[config.mk]
export PLATFORM = sky130hd
export DESIGN_NAME = sram_frame_sequencer
export DESIGN_NICKNAME = d
export VERILOG_FILES = /design/src/rtl/sram_pkg.sv /design/src/rtl/sram_rd_fifo.sv /design/src/rtl/sram_frame_sequencer.sv
export SDC_FILE = /design/constraint.sdc
export NUM_CORES = 1
export LEC_CHECK = 0
export CORE_MARGIN = 5
export CORE_UTILIZATION = 44
export CTS_CLUSTER_DIAMETER = 60
export DETAILED_ROUTE_END_ITERATION = 16
export GPL_TIMING_DRIVEN = 0
export HOLD_SLACK_MARGIN = 0.03
export PLACE_DENSITY = 0.79
export SETUP_SLACK_MARGIN = 0.4
export SLEW_MARGIN = 20
export SYNTH_ARGS = -nofsm -noshare
export SYNTH_HDL_FRONTEND = slang
export SYNTH_SLANG_ARGS = --single-unit
[constraint.sdc]
create_clock -name clk_i -period 4.1 [get_ports clk_i]
set_input_delay 0.615 -clock clk_i [delete_from_list [all_inputs] [get_ports clk_i]]
set_output_delay 0.615 -clock clk_i [all_outputs]
set_load 0.01 [all_outputs]
[src/rtl/sram_pkg.sv]
// sram_pkg: shared types for the SRAM transpose system and its frame sequencer.
//   sfp_t        - one real or imaginary sample word
//   addr_t_long  - SRAM system address; the sequencer only drives the low bits
//   seq_state_e  - frame sequencer states
//   rd_beat_t    - one read-return beat held in the sequencer's output FIFO
package sram_pkg;

   typedef logic [15:0] sfp_t;
   typedef logic [6:0]  addr_t_long;

   typedef enum logic [1:0] {
      IDLE   = 2'd0,
      WRITE  = 2'd1,
      READ   = 2'd2,
      SETTLE = 2'd3
   } seq_state_e;

   // Row-mode write select for row 0 and column-mode read select for column 0.
   localparam logic [4:0] WenRowBase = 5'b00001;
   localparam logic [7:0] RenColBase = 8'h10;

   typedef struct packed {
      sfp_t [3:0] dr;
      sfp_t [3:0] di;
      logic       last;
   } rd_beat_t;

endpackage

[src/rtl/sram_rd_fifo.sv]
// sram_rd_fifo: show-ahead synchronous FIFO for read-return beats.
// Ports:
//   clk_i, rst_i    - clock, synchronous active-high reset (empties the FIFO)
//   push_i, data_i  - write one beat; the caller guarantees it is never full
//   pop_i           - consume the head beat (ignored while empty)
//   data_o, valid_o - head beat, valid while non-empty
//   count_o         - current occupancy
module sram_rd_fifo
   import sram_pkg::*;
#(
   parameter int FifoDepth = 4
) (
   input  logic                               clk_i,
   input  logic                               rst_i,
   input  logic                               push_i,
   input  rd_beat_t                           data_i,
   input  logic                               pop_i,
   output rd_beat_t                           data_o,
   output logic                               valid_o,
   output logic [$clog2(FifoDepth + 1) - 1:0] count_o
);

   localparam int PtrW = (FifoDepth > 1) ? $clog2(FifoDepth) : 1;
   localparam int CntW = $clog2(FifoDepth + 1);

   rd_beat_t        mem_q [FifoDepth];
   logic [PtrW-1:0] wr_ptr_q, wr_ptr_d;
   logic [PtrW-1:0] rd_ptr_q, rd_ptr_d;
   logic [CntW-1:0] count_q, count_d;
   logic            pop_s;

   // Pointers wrap explicitly so FifoDepth need not be a power of two.
   function automatic logic [PtrW-1:0] ptr_inc(input logic [PtrW-1:0] p);
      return (p == PtrW'(FifoDepth - 1)) ? '0 : p + PtrW'(1);
   endfunction

   assign valid_o = (count_q != '0);
   assign pop_s   = pop_i && valid_o;
   assign data_o  = mem_q[rd_ptr_q];
   assign count_o = count_q;

   // Next pointer and occupancy; a simultaneous push and pop leaves occupancy unchanged.
   always_comb begin
      wr_ptr_d = wr_ptr_q;
      rd_ptr_d = rd_ptr_q;
      count_d  = count_q;
      if (push_i) begin
         wr_ptr_d = ptr_inc(wr_ptr_q);
      end else begin
         wr_ptr_d = wr_ptr_q;
      end
      if (pop_s) begin
         rd_ptr_d = ptr_inc(rd_ptr_q);
      end else begin
         rd_ptr_d = rd_ptr_q;
      end
      if (push_i && !pop_s) begin
         count_d = count_q + CntW'(1);
      end else if (pop_s && !push_i) begin
         count_d = count_q - CntW'(1);
      end else begin
         count_d = count_q;
      end
   end

   // Pointer and occupancy registers.
   always_ff @(posedge clk_i) begin
      if (rst_i) begin
         wr_ptr_q <= '0;
         rd_ptr_q <= '0;
         count_q  <= '0;
      end else begin
         wr_ptr_q <= wr_ptr_d;
         rd_ptr_q <= rd_ptr_d;
         count_q  <= count_d;
      end
   end

   // Beat storage; contents are don't-care while the pointers say empty.
   always_ff @(posedge clk_i) begin
      if (push_i) begin
         mem_q[wr_ptr_q] <= data_i;
      end
   end

endmodule

[src/rtl/sram_frame_sequencer.sv]
// sram_frame_sequencer: writes a frame of 4-lane complex beats into the SRAM
// transpose system row by row, then reads it back column by column.
// Ports:
//   clk_i, rst_i                  - clock, synchronous active-high reset
//   in_valid_i/in_ready_o         - upstream handshake, in_dr_i/in_di_i samples
//   out_valid_o/out_ready_i       - downstream handshake, out_dr_o/out_di_o, out_last_o
//   wen_o, addr_wr_o, d*_sram_o   - row-mode write port (combinational, SRAM registers it)
//   ren_o, addr_rd_o, d*_sram_i   - column-mode read port, data returns two cycles later
//   busy_o                        - not idle
//   frame_done_o                  - pulse once the last read beat is in the FIFO
module sram_frame_sequencer
   import sram_pkg::*;
#(
   parameter int Depth     = 32,
   parameter int FifoDepth = 4
) (
   input  logic       clk_i,
   input  logic       rst_i,
   input  logic       in_valid_i,
   output logic       in_ready_o,
   input  sfp_t [3:0] in_dr_i,
   input  sfp_t [3:0] in_di_i,
   output logic       out_valid_o,
   input  logic       out_ready_i,
   output sfp_t [3:0] out_dr_o,
   output sfp_t [3:0] out_di_o,
   output logic       out_last_o,
   output logic [4:0] wen_o,
   output addr_t_long addr_wr_o,
   output sfp_t [3:0] dr_sram_o,
   output sfp_t [3:0] di_sram_o,
   output logic [7:0] ren_o,
   output addr_t_long addr_rd_o,
   input  sfp_t [3:0] dr_sram_i,
   input  sfp_t [3:0] di_sram_i,
   output logic       busy_o,
   output logic       frame_done_o
);

   localparam int               AddrW    = (Depth > 1) ? $clog2(Depth) : 1;
   localparam int               CntW     = $clog2(FifoDepth + 1);
   localparam logic [AddrW-1:0] AddrLast = AddrW'(Depth - 1);
   localparam logic [1:0]       LaneLast = 2'd3;
   localparam logic [CntW:0]    Credits  = (CntW + 1)'(FifoDepth);

   seq_state_e       state_q, state_d;
   logic [1:0]       row_q, row_d;
   logic [1:0]       col_q, col_d;
   logic [AddrW-1:0] addr_q, addr_d;
   logic             settle_q, settle_d;
   logic             done_q, done_d;
   logic [1:0]       iss_q;
   logic [1:0]       iss_last_q;

   logic             wr_hs_s;
   logic             issue_s;
   logic             issue_last_s;
   logic [CntW:0]    occ_s;
   logic [CntW-1:0]  fifo_cnt_s;
   rd_beat_t         push_beat_s;
   rd_beat_t         head_s;
   logic             head_valid_s;

   // Credits: beats already buffered plus reads still travelling through the SRAM.
   assign occ_s = {1'b0, fifo_cnt_s} + (CntW + 1)'(iss_q[0]) + (CntW + 1)'(iss_q[1]);

   // Next-state, counters and SRAM port drive.
   always_comb begin
      state_d      = state_q;
      row_d        = row_q;
      col_d        = col_q;
      addr_d       = addr_q;
      settle_d     = settle_q;
      done_d       = 1'b0;
      in_ready_o   = 1'b0;
      wr_hs_s      = 1'b0;
      issue_s      = 1'b0;
      issue_last_s = 1'b0;
      wen_o        = 5'b00000;
      addr_wr_o    = '0;
      dr_sram_o    = '0;
      di_sram_o    = '0;
      ren_o        = 8'h00;
      addr_rd_o    = '0;
      case (state_q)
         IDLE, WRITE: begin
            in_ready_o = !rst_i;
            wr_hs_s    = in_valid_i && !rst_i;
            if (wr_hs_s) begin
               wen_o     = WenRowBase << row_q;
               addr_wr_o = addr_t_long'(addr_q);
               dr_sram_o = in_dr_i;
               di_sram_o = in_di_i;
               if (addr_q == AddrLast) begin
                  addr_d = '0;
                  row_d  = row_q + 2'd1;
                  if (row_q == LaneLast) begin
                     state_d = READ;
                     col_d   = 2'd0;
                  end else begin
                     state_d = WRITE;
                  end
               end else begin
                  addr_d  = addr_q + AddrW'(1);
                  state_d = WRITE;
               end
            end else begin
               state_d = state_q;
            end
         end
         READ: begin
            ren_o     = RenColBase << col_q;
            addr_rd_o = addr_t_long'(addr_q);
            issue_s   = (occ_s < Credits);
            if (issue_s) begin
               if (addr_q == AddrLast) begin
                  addr_d       = '0;
                  settle_d     = 1'b0;
                  state_d      = SETTLE;
                  issue_last_s = (col_q == LaneLast);
               end else begin
                  addr_d = addr_q + AddrW'(1);
               end
            end else begin
               addr_d = addr_q;
            end
         end
         SETTLE: begin
            // Keep the column select and final address stable while the last reads return.
            ren_o     = RenColBase << col_q;
            addr_rd_o = addr_t_long'(AddrLast);
            if (settle_q) begin
               settle_d = 1'b0;
               col_d    = col_q + 2'd1;
               if (col_q == LaneLast) begin
                  state_d = IDLE;
                  done_d  = 1'b1;
               end else begin
                  state_d = READ;
               end
            end else begin
               settle_d = 1'b1;
            end
         end
         default: begin
            state_d = IDLE;
         end
      endcase
   end

   // State, counters and the two-stage read-issue tracker.
   always_ff @(posedge clk_i) begin
      if (rst_i) begin
         state_q    <= IDLE;
         row_q      <= 2'd0;
         col_q      <= 2'd0;
         addr_q     <= '0;
         settle_q   <= 1'b0;
         done_q     <= 1'b0;
         iss_q      <= 2'b00;
         iss_last_q <= 2'b00;
      end else begin
         state_q    <= state_d;
         row_q      <= row_d;
         col_q      <= col_d;
         addr_q     <= addr_d;
         settle_q   <= settle_d;
         done_q     <= done_d;
         iss_q      <= {iss_q[0], issue_s};
         iss_last_q <= {iss_last_q[0], issue_last_s};
      end
   end

   assign push_beat_s = '{dr: dr_sram_i, di: di_sram_i, last: iss_last_q[1]};

   sram_rd_fifo #(
      .FifoDepth (FifoDepth)
   ) u_rd_fifo (
      .clk_i   (clk_i),
      .rst_i   (rst_i),
      .push_i  (iss_q[1]),
      .data_i  (push_beat_s),
      .pop_i   (out_ready_i),
      .data_o  (head_s),
      .valid_o (head_valid_s),
      .count_o (fifo_cnt_s)
   );

   assign out_valid_o  = head_valid_s;
   assign out_dr_o     = head_s.dr;
   assign out_di_o     = head_s.di;
   assign out_last_o   = head_valid_s && head_s.last;
   assign busy_o       = (state_q != IDLE);
   assign frame_done_o = done_q;

endmodule
Yosys cells after proc, flatten, opt, wreduce, memory -nomap -nowiden:

Memories as Yosys holds them, arrays and structs flattened. A register that Yosys moved wholly into a read port is not among the register bits.
Cells that the tools add are included.

* bits in read-only memories: 0
* register bits: 24
* bits in writable memories: 516
* latch bits: 0
* memories kept: 1

Memories
* u_rd_fifo.mem_q: depth 4, width 129, read ports 1, clocked after memory_dff 1, write ports 1, line sram_rd_fifo.sv:26 `rd_beat_t mem_q [FifoDepth];`

* bitwise logic cells: 5
* $mul: 0
* reductions and logical operators: 25
* shifts and indexed selects: 2
* divide/modulo/power cells: 0
* mux-type cells: 41
* add/subtract/negate cells: 9
* equality and inequality tests: 14
* order comparisons: 1

Operators by type and width (number)
* $mux W64: 4
* $mux W5: 7
* $mux W2: 15
* $pmux W5 S2: 2
* $eq A2 B2 Y1 const B: 6
* $ne A2 B2 Y1 const B: 6
* $reduce_bool A2 Y1: 5
* $reduce_and A3 Y1: 3
* $add A2 B1 Y2 const B: 4
* $mux W8: 1
* $shl A5 B2 Y8 const A: 1
* $mux W1: 7
* $mux W3: 2
* $pmux W2 S3: 1
* $reduce_or A2 Y1: 3
* $add A5 B1 Y5 const B: 1
* $eq A5 B5 Y1 const B: 1
* $logic_and A1 B1 Y1: 5
* $not A1 Y1: 5
* $reduce_and A5 Y1: 1
* $shl A1 B2 Y5 const A: 1
* $add A3 B1 Y4: 1
* $add A4 B1 Y4: 1
* $lt A4 B3 Y1 const B: 1
* 11 further kinds: 13

Longest topological paths before layout:

Gate-level depths: netlist of run 1.

* word-level depth: 5
* mapped depth: 8
* gate-level depth less buffers: 8

Cells and area by module:

A second synthesis of run 1 with hierarchy kept.

* cell total of the unflattened synthesis: 990
* area, all modules: 20988.9 µm²

By module, submodules not included
* sram_rd_fifo: cells an instance 716, seq. area each 15675.0 µm², times used 1, area each 19059.5 µm²
* sram_frame_sequencer: cells an instance 274, seq. area each 340.3 µm², times used 1, area each 1929.4 µm²

Worst setup path before layout of run 1:

Ideal clock, no wire load.

* path kind: reg-to-reg
* from: reg u_rd_fifo.wr_ptr_q[0]
* to: mem u_rd_fifo.mem_q[3][0] (netlist name) (enable)
* stages on the path, launching flop included: 3
* required time: 3.597 ns
* path buffers: 0
* library setup time: 0.503 ns
* path slack: 0.092 ns
* arrival: 3.505 ns
* period minus slack after synthesis: 4.008 ns
* path through: dfxtp_1 ha_1 and2_1

RTL lines
* from (decl): line sram_rd_fifo.sv:27 `logic [PtrW-1:0] wr_ptr_q, wr_ptr_d;`
* from (signal assigned): line sram_rd_fifo.sv:73 `wr_ptr_q <= wr_ptr_d;`
* to (decl): line sram_rd_fifo.sv:26

Straight into the memory's write port.

==> impl_metrics.yaml, run 1 <==
drt:
  wl_per_cell_um: 28.17
  wirelength_um: 64070
  dr.pass1.iters: 4
  drc: 0
  via_per_inst: 5.300
  ant_nets: 0
  via_count: 12050
  drt_first_iter_violations: 848
clock_tree:
  cts_buffers: 53
  hold_buffers: 0
  clock-root-buffer: "clkbuf_16"
  cts_sinks: 542
  htree_levels: 2
  cts.clk_slew.worst_paths_ns: 0.06
  clockBufferDepth: 3
  cts_tree: "built"
  clkLatencyLatePin_ns: 0.58
worst_setup_path:
  timing.rr.start: "u_rd_fifo.count_o[2]$_SDFFE_PP0P_"
  cp.arrival_ns: 2.95
  worstSetupEndpoint: "dr_sram_o[1]"
  cp-start-kind: "input pin"
  critical_path_class: "in -> out"
  end_kind: "primary output"
  cp.required_ns: 3.48
  crit_start: "rst_i"
  reg2regPathDepth: 8
  crit_fanout: 10
  reg2reg_setup_slack_ns: 1.74
  timing.rr.end: "u_rd_fifo.count_o[2]$_SDFFE_PP0P_"
placed_design:
  io_buffers: 538
  place_inst: 2153
  place_congestion: 0.9181
  dp_hpwl_um: 46870
global_routing:
  grt_util_met1: 0.2760
  grt.total_usage: 0.2421
  grt_pass1_wl_um: 92050
  met2_usage: 0.4281
  met3_usage: 0.07168
  antenna_found_initial: 30
  first_global_vias: 13130
  gr-total-overflow: 0
  grt_max_degree: 47
  grt-busiest-layer: "met2"
synthesis:
  synth_mux_area_frac: 0.1410
  synthXorXnorAreaFrac: 0.001257
  synthSimpleGateAreaFrac: 0.05741
  synthTopCellsByArea: "edfxtp_1 (74%), mux4_2 (14%), and2_1 (4.4%)"
  ys.flop_type: "edfxtp_1"
  synth_seq_cells: 542
  synth_compound_area_frac: 0.008321
  synth_top_family_by_area: "multiplexers"
  async_reset_ff_frac: 0
  netlist_area_um2: 20900
  yosys.area_share.adder: 0.01114
  synth_edf_count: 516
  synth_top_cell_by_area: "edfxtp_1"
  syn-mean-instance-area_um2: 21.15
  ys_seq_area_frac: 0.7663
  yosysWarnings: 0
  synth_cell_types: 41
  synth_top_area_frac: 0.7414
  syn_inst: 988
timing:
  hold_ws_ns: 0.4544
  setup_violations: 0
  finalSetupTns_ns: 0
  worst_clock_skew_ns: 0.01352
  hold_viol: 0
  period_share: 0.8701
  slew_headroom: 0.5219
  clock.fmax_mhz: 280.3
  rsz0062_at_grt: "true"
  maxSlewViolCount: 0
  period_needed_ns: 3.568
  worst_pin_slew_ns: 0.7172
die:
  die_y_um: 227.9
  dieArea_um2: 51960
  die_x_um: 227.9
  rows: 79
  start_util: 0.4470
  core-area_um2: 46750
  pin_count: 548
layout:
  final_cells: 2274
  final_common_cell: "clkdlybuf4s50_1"
  area_growth_pct: 39.52
  final_layout_size_suffix_gt1_frac: 0.1586
  final_cell_mix: "clkdlybuf4s50_1 (538), edfxtp_1 (516), and2_1 (142), mux4_2 (129), clkbuf_16 (55)"
  fin_nets: 1880
run:
  cap_violations: 0
power_and_ir_drop:
  powerDensity_nw_per_um2: 475.9
  ir_worst_vdd_v: 0.0003201
  leakage_nw: 9.461
worst_hold_path:
  hold_path_class: "reg -> reg"
  whs_path_depth: 1
run_status:
  status: "completed"
==> critical path: stages <==
cell and delay (ns):
clkdlybuf4s50_1 0.59, nor3b_4 0.32, clkbuf_2 0.28, clkbuf_1 0.28, and2_1 0.18, clkdlybuf4s50_1 0.68
==> power by group <==
| part | internal [W] | leakage, nW | switching, W | total, W |
|---|---|---|---|---|
| Combinational | 0.00175 | 3.79 | 0.00130 | 0.00306 |
| Clock | 0.00272 | 0.826 | 0.00199 | 0.00470 |
| Sequential | 0.00608 | 4.84 | 0.0000379 | 0.00612 |
==> cells in the mapped netlist, types with 2 or more instances <==
cell,instances
a2111oi_0,2
a21oi_1,14
and2_1,146
buf_1,2
buf_2,13
buf_4,10
clkbuf_1,33
dfxtp_1,26
edfxtp_1,516
ha_1,17
inv_1,8
mux2i_1,3
mux4_2,129
nand2_1,10
nand2b_1,4
nand3_1,8
nor2_1,9
nor2b_1,3
nor3_1,2
o21a_1,5
o21ai_0,3
or3_1,4
or3b_2,2
xor2_1,2
==> cell families (layout without fill, tap and decap cells) <==
| family | Yosys count | after routing |
|---|---|---|
| XOR/XNOR | 3 | 3 |
| buffers and inverters | 66 | 716 |
| AND/OR/NAND/NOR | 197 | 197 |
| other | 1 | 30 |
| AO/OA/AOI/OAI | 28 | 28 |
| multiplexers | 133 | 133 |
| adder cells (fa/ha/maj) | 18 | 18 |
| flip-flops | 542 | 542 |
==> final cells by class <==
class,count,area (um^2)
Sequential cell,542,16020
Fill cell,3359,17590
Antenna cell,21,52.55
Clock buffer,68,1425
Multi-Input combinational cell,388,4629
Inverter,8,30.03
Timing Repair Buffer,551,5693
Tap cell,607,759.5
Clock inverter,31,270.3
Buffer,58,284.0
==> registers in the layout (all words and copies together), names as in the netlist, named ones only <==
name                cells
u_rd_fifo.wr_ptr_q      2
u_rd_fifo.count_o       3
col_q                   2
settle_q                1
iss_q                   2
u_rd_fifo.rd_ptr_q      2
iss_last_q              2
state_q                 2
row_q                   2
u_rd_fifo.mem_q       516
addr_q                  5
frame_done_o            1
==> timing repair <==
item                       in CTS  in global routing
setup endpoints to repair     198                 11
resized for setup               6                  7
pin swaps                       1                  0
gates cloned                    0                  0
buffers inserted                1                  0
==> metrics by stage <==
step | util | total power (W) | cell area, um^2 | setup slack [ns]
3_5_place_dp | 0.5857 | 0.009324 | 27390 | 0.1104
5_1_grt | 0.6235 | 0.01442 | 29150 | 0.3867
6_report | 0.6237 | 0.01388 | 29160 | 0.5324
4_1_cts | 0.6224 | 0.01405 | 29100 | 0.4516
2_1_floorplan | - | 0.007763 | 20940 | 1.518
3_3_place_gp | 0.5792 | 0.009299 | 27080 | 0.1378
==> layer usage <==
| layer | up-vias | part of all wire |
|---|---|---|
| li1 | 5206 | - |
| met1 | 6190 | 0.35 |
| met2 | 534 | 0.53 |
| met3 | 113 | 0.076 |
| met4 | 10 | 0.040 |
| met5 | - | 0.00097 |
==> how the worst min path moves through the flow <==
stage                        startpoint                  endpoint  slack [ns]
2_1_floorplan  iss_last_q[0]$_SDFF_PP0_  iss_last_q[1]$_SDFF_PP0_        0.41
3_3_place_gp   iss_last_q[0]$_SDFF_PP0_  iss_last_q[1]$_SDFF_PP0_        0.42
3_5_place_dp   iss_last_q[0]$_SDFF_PP0_  iss_last_q[1]$_SDFF_PP0_        0.45
4_1_cts        iss_last_q[0]$_SDFF_PP0_  iss_last_q[1]$_SDFF_PP0_        0.46
5_1_grt        iss_last_q[0]$_SDFF_PP0_  iss_last_q[1]$_SDFF_PP0_        0.47
6_report       iss_last_q[0]$_SDFF_PP0_  iss_last_q[1]$_SDFF_PP0_        0.45
Note: power is estimated with default switching activity, not from simulation.
==> run 2, diff against run 1 <==
- GPL_ROUTABILITY_DRIVEN: not set -> 0
- HOLD_SLACK_MARGIN: 0.03 -> not set
==> run 2 against run 1 <==
Compared with the run above: non-clock buffer count increased by 1; power increased by 1.5%; global-route usage about the same; via count increased by 0.59%; clock skew increased by 0.012 ns; first-iteration DRC count increased by 4.8%; utilization increased by 0.22 points; clock power increased by 4%; combinational power about the same; count of clock-buffer cells in the layout decreased by 9.
==> impl_metrics.yaml, run 2 (synthesis results as in run 1) <==
run_status:
  status: "completed"
placed_design:
  pre_cts_slack_ns: 0.1098
  dpl_cell_area_um2: 27410
  dp_hpwl_um: 47190
  io_buffers: 538
layout:
  final_common_cell: "clkdlybuf4s50_1"
  final_layout_size_suffix_gt1_frac: 0.1640
  largest_reg_flops: 516
  regMostFlops: "u_rd_fifo.mem_q"
  finalInstanceArea_um2: 29260
  fill_cells: 3312
  area_growth_pct: 40.01
  final_cell_mix: "clkdlybuf4s50_1 (538), edfxtp_1 (516), and2_1 (140), mux4_2 (129), clkbuf_16 (53)"
  final_util: 0.6259
  fin_nets: 1881
global_routing:
  gr-total-overflow: 0
  grt_pass1_wl_um: 91740
  antenna_found_initial: 30
  grt.total_usage: 0.2419
  grt_max_degree: 46
  first_global_vias: 12890
clock_tree:
  clockBufferDepth: 3
  hold_buffers: 0
  cts.clk_slew.worst_paths_ns: 0.07
  clock-root-buffer: "clkbuf_16"
  cts_sinks: 542
  cts_tree: "built"
  clkLatencyLatePin_ns: 0.59
  htree_levels: 2
  cts_buffers: 53
timing:
  fin_ws_ns: 0.4656
  period_needed_ns: 3.634
  finalSetupTns_ns: 0
  rsz0062_at_grt: "false"
  worst_pin_slew_ns: 0.7320
  clock.fmax_mhz: 275.1
  slew_headroom: 0.5120
  period_share: 0.8864
  worst_clock_skew_ns: 0.02519
  setup_violations: 0
  hold_viol: 0
  maxSlewViolCount: 0
drt:
  wl_per_cell_um: 28.13
  via_per_inst: 5.339
  ant_nets: 0
  drt_first_iter_violations: 889
  drc: 0
  wirelength_um: 63890
  dr.pass1.iters: 7
  via_count: 12120
die:
  start_util: 0.4470
  die_y_um: 227.9
  pin_count: 548
  core-area_um2: 46750
  dieArea_um2: 51960
  die_x_um: 227.9
  rows: 79
power_and_ir_drop:
  combPwrFrac: 0.218
  p_switching_w: 0.003418
  ir_worst_vdd_v: 0.0002575
  leakage_nw: 9.505
  power_switching_share: 0.2426
  clkPwrFrac: 0.348
  powerDensity_nw_per_um2: 481.5
  p_int_w: 0.01067
  power_frac_seq: 0.434
run:
  cap_violations: 0
worst_setup_path:
  crit_fanout: 10
  cp-start-kind: "input pin"
  critical_path_class: "in -> out"
  end_kind: "primary output"
  cp.arrival_ns: 3.02
  cp.required_ns: 3.48
worst_hold_path:
  hold_path_class: "reg -> reg"
==> run 2: cell types whose count changed in the layout (fill, tap and decap cells not counted), moves of 2 or more <==
cell,delta
clkbuf_1,-4
clkinv_1,-3
clkbuf_16,-2
clkbuf_2,-3
and2_2,+2
and2_1,-2
diode_2,-3
clkinv_8,+2
buf_16,+3
buf_12,-3
bufinv_16,+3
clkinv_4,+2
==> run 2: final cells by class <==
| cell class | instances | area [um^2] | share of cell area |
|---|---|---|---|
| Clock buffer | 59 | 1349 | 0.04609 |
| Clock inverter | 39 | 427.9 | 0.01462 |
| Tap cell | 607 | 759.5 | 0.02595 |
| Buffer | 58 | 280.3 | 0.009578 |
| Sequential cell | 542 | 16020 | 0.5473 |
| Inverter | 8 | 30.03 | 0.001026 |
| Multi-Input combinational cell | 388 | 4632 | 0.1583 |
| Timing Repair Buffer | 552 | 5723 | 0.1956 |
| Antenna cell | 18 | 45.04 | 0.001539 |
==> run 2: final timing paths <==
check / depth (start not counted) / slack, ns / to / from
worst min register to register: 1 / 0.46 / iss_last_q[1]$_SDFF_PP0_ / iss_last_q[0]$_SDFF_PP0_
worst min-delay path: 1 / 0.46 / iss_last_q[1]$_SDFF_PP0_ / iss_last_q[0]$_SDFF_PP0_
worst max register to register: 8 / 1.73 / u_rd_fifo.count_o[2]$_SDFFE_PP0P_ / u_rd_fifo.count_o[2]$_SDFFE_PP0P_
worst max-delay path: 6 / 0.47 / dr_sram_o[46] / rst_i
==> run 2: worst max-delay path, cell delays in order <==
cell and delay (ns):
clkdlybuf4s50_1 0.55, nor3b_4 0.32, clkbuf_2 0.30, clkbuf_1 0.36, and2_1 0.27, clkdlybuf4s50_1 0.59
==> run 2: routing by layer <==
metal | vias up | track usage | wire, um
met1 | 6163 | 0.2755 | 22150
met4 | 16 | 0.1167 | 3309
met2 | 594 | 0.4185 | 33380
met5 | - | 0 | 110
li1 | 5212 | - | -
met3 | 139 | 0.07478 | 4945
==> run 2: power by group through the flow <==
stage               clock (W)  sequential [W]  combinational [W]
finish                0.00490         0.00612            0.00307
detailed placement          0         0.00624            0.00311
CTS                   0.00500         0.00612            0.00313
global route          0.00526         0.00612            0.00325
global placement            0         0.00623            0.00307
floorplan                   0         0.00623            0.00154
==> run 2: timing repair <==
action / CTS / global route
setup endpoints to repair: 195 / 41
gates resized for setup: 6 / 5
setup buffers: 0 / 2
pin swaps: 0 / 1
==> run 2: metrics by stage <==
stage	power, W	std cells	hold WS [ns]
global route	0.01463	2268	0.4794
detailed placement	0.009344	2153	0.4374
floorplan	0.007763	996	0.4138
finish	0.01409	2271	0.4565
CTS	0.01425	2251	0.4543
global placement	0.009302	2141	0.4205
==> run 3, diff against run 2 <==
- GPL_TIMING_DRIVEN: 0 -> not set
==> run 3 against run 2 <==
Compared with the run above: cell area shrank 1.6%; clock power shrank 3%; critical path depth shrank 3.
==> impl_metrics.yaml, run 3 (synthesis results as in run 1) <==
power_and_ir_drop:
  power_frac_seq: 0.445
  powerDensity_nw_per_um2: 482.6
  p_int_w: 0.01058
  ir_worst_vdd_v: 0.0002891
  combPwrFrac: 0.214
  p_switching_w: 0.003318
  leakage_nw: 9.265
  power_switching_share: 0.2388
  clkPwrFrac: 0.341
die:
  start_util: 0.4470
  die_y_um: 227.9
  core-area_um2: 46750
  dieArea_um2: 51960
  die_x_um: 227.9
  pin_count: 548
  rows: 79
clock_tree:
  hold_buffers: 0
  cts_tree: "built"
  cts_sinks: 542
  clockBufferDepth: 3
  cts.repair.resized: 0
  cts_buffers: 52
  clock-root-buffer: "clkbuf_16"
  htree_levels: 2
  clkLatencyLatePin_ns: 0.58
  cts_setup_buffers: 0
  cts.clk_slew.worst_paths_ns: 0.06
worst_setup_path:
  end_kind: "primary output"
  cp.arrival_ns: 2.80
  cp_num_buf_inv: 2
  reg2regPathDepth: 8
  critical_path_class: "reg -> out"
  timing.rr.start: "u_rd_fifo.count_o[2]$_SDFFE_PP0P_"
  crit_path_max_incr_delay_ns: 0.77
  reg2reg_setup_slack_ns: 1.71
  crit_fanout: 38
  crit_family: "buffers and inverters"
  cp-start-kind: "register"
  timing.rr.end: "u_rd_fifo.count_o[2]$_SDFFE_PP0P_"
  cp_slowest_cell: "dfxtp_4"
  cp.required_ns: 3.48
  crit_chain: "buf_4, mux4_2, clkdlybuf4s50_1"
placed_design:
  dp_hpwl_um: 44010
  io_buffers: 538
  pre_cts_slack_ns: 0.9234
drt:
  via_per_inst: 5.295
  dr.pass1.iters: 5
  ant_nets: 0
  via_count: 11690
  wl_per_cell_um: 27.96
  wirelength_um: 61710
  drc: 0
  drt_first_iter_violations: 799
timing:
  worst_pin_slew_ns: 0.8235
  hold_viol: 0
  worst_clock_skew_ns: 0.01311
  period_needed_ns: 3.412
  finalSetupTns_ns: 0
  setup_violations: 0
  fin_ws_ns: 0.6881
  clock.fmax_mhz: 293.1
  rsz0062_at_grt: "false"
  period_share: 0.8322
  maxSlewViolCount: 0
  slew_headroom: 0.4503
layout:
  regMostFlops: "u_rd_fifo.mem_q"
  largest_reg_flops: 516
  final_layout_size_suffix_gt1_frac: 0.1482
  final_util: 0.6157
  area_growth_pct: 37.73
  final_cell_mix: "clkdlybuf4s50_1 (538), edfxtp_1 (516), and2_1 (142), mux4_2 (129), clkbuf_16 (53)"
  final_common_cell: "clkdlybuf4s50_1"
  fin_nets: 1826
global_routing:
  grt.total_usage: 0.2328
  grt_max_degree: 142
  gr-total-overflow: 0
  antenna_found_initial: 27
  grt_pass1_wl_um: 88110
  first_global_vias: 12430
worst_hold_path:
  hp-start: "iss_last_q[0]$_SDFF_PP0_"
  hold_path_class: "reg -> reg"
  holdPathEnd: "iss_last_q[1]$_SDFF_PP0_"
  whs_path_depth: 1
run:
  cap_violations: 0
run_status:
  status: "completed"
## run 3: changes by cell type in the layout (fill, tap and decap cells not counted), moves of 3 or more
cell and delta:
buf_16 -11, clkinv_2 -3, clkbuf_1 -28, diode_2 -10
buf_12 +7, buf_2 -12, clkinv_1 +10, clkbuf_2 -5
## run 3: worst reg2reg max path, stage by stage (launching register included)
cell,delay (ns)
dfxtp_1,0.37
or3_1,0.46
nand2_1,0.16
ha_1,0.21
inv_1,0.07
fa_1,0.38
xor2_1,0.19
or3_1,0.31
a21oi_1,0.17
## run 3: worst max path at each step
stage / cells after the start / endpoint / start / slack, ns
finish: 3 / out_di_o[15] / register / 0.69
global route: 4 / di_sram_o[1] / state_q[1]$_SDFFE_PP0P_ / 0.57
CTS: 3 / out_di_o[15] / register / 0.62
detailed placement: 5 / di_sram_o[1] / rst_i / 0.92
global placement: 5 / di_sram_o[1] / rst_i / 0.93
floorplan: 2 / u_rd_fifo.mem_q[3][0]$_DFFE_PP_ / u_rd_fifo.wr_ptr_q[0]$_SDFFE_PP0P_ / 1.52
## run 3: cell type report
type,instances,area [um^2]
multi-input combinational,388,4629
antenna,8,20.02
clock buffer,59,1349
tap,607,759.5
fill,3302,17970
inverter,8,30.03
clock inverter,39,355.3
timing repair buffer,556,5620
sequential,542,16020
## run 3: power by group through the flow
stage	registers, W	clock network (W)	logic, W
2_1_floorplan	0.00623	0	0.00154
3_3_place_gp	0.00629	0	0.00299
3_5_place_dp	0.00630	0	0.00302
4_1_cts	0.00618	0.00483	0.00303
5_1_grt	0.00619	0.00509	0.00315
6_report	0.00618	0.00474	0.00298
## run 3: layer usage
metal	share of wire	vias to the layer above	global-route usage	routed length, um
met5	0.0010	-	0	62
met4	0.040	10	0.09321	2481
met3	0.071	117	0.06720	4405
met2	0.53	507	0.4170	32940
met1	0.35	5966	0.2639	21820
li1	-	5086	-	-
## run 3: per-stage QoR
stage	instances	cell area [um^2]	hold slack (ns)	power [W]
4_1_cts	2199	28770	0.4417	0.01405
6_report	2207	28790	0.4444	0.01389
3_5_place_dp	2101	27060	0.4284	0.009313
2_1_floorplan	996	20940	0.4138	0.007763
5_1_grt	2206	28780	0.4675	0.01442
3_3_place_gp	2101	27060	0.4211	0.009288
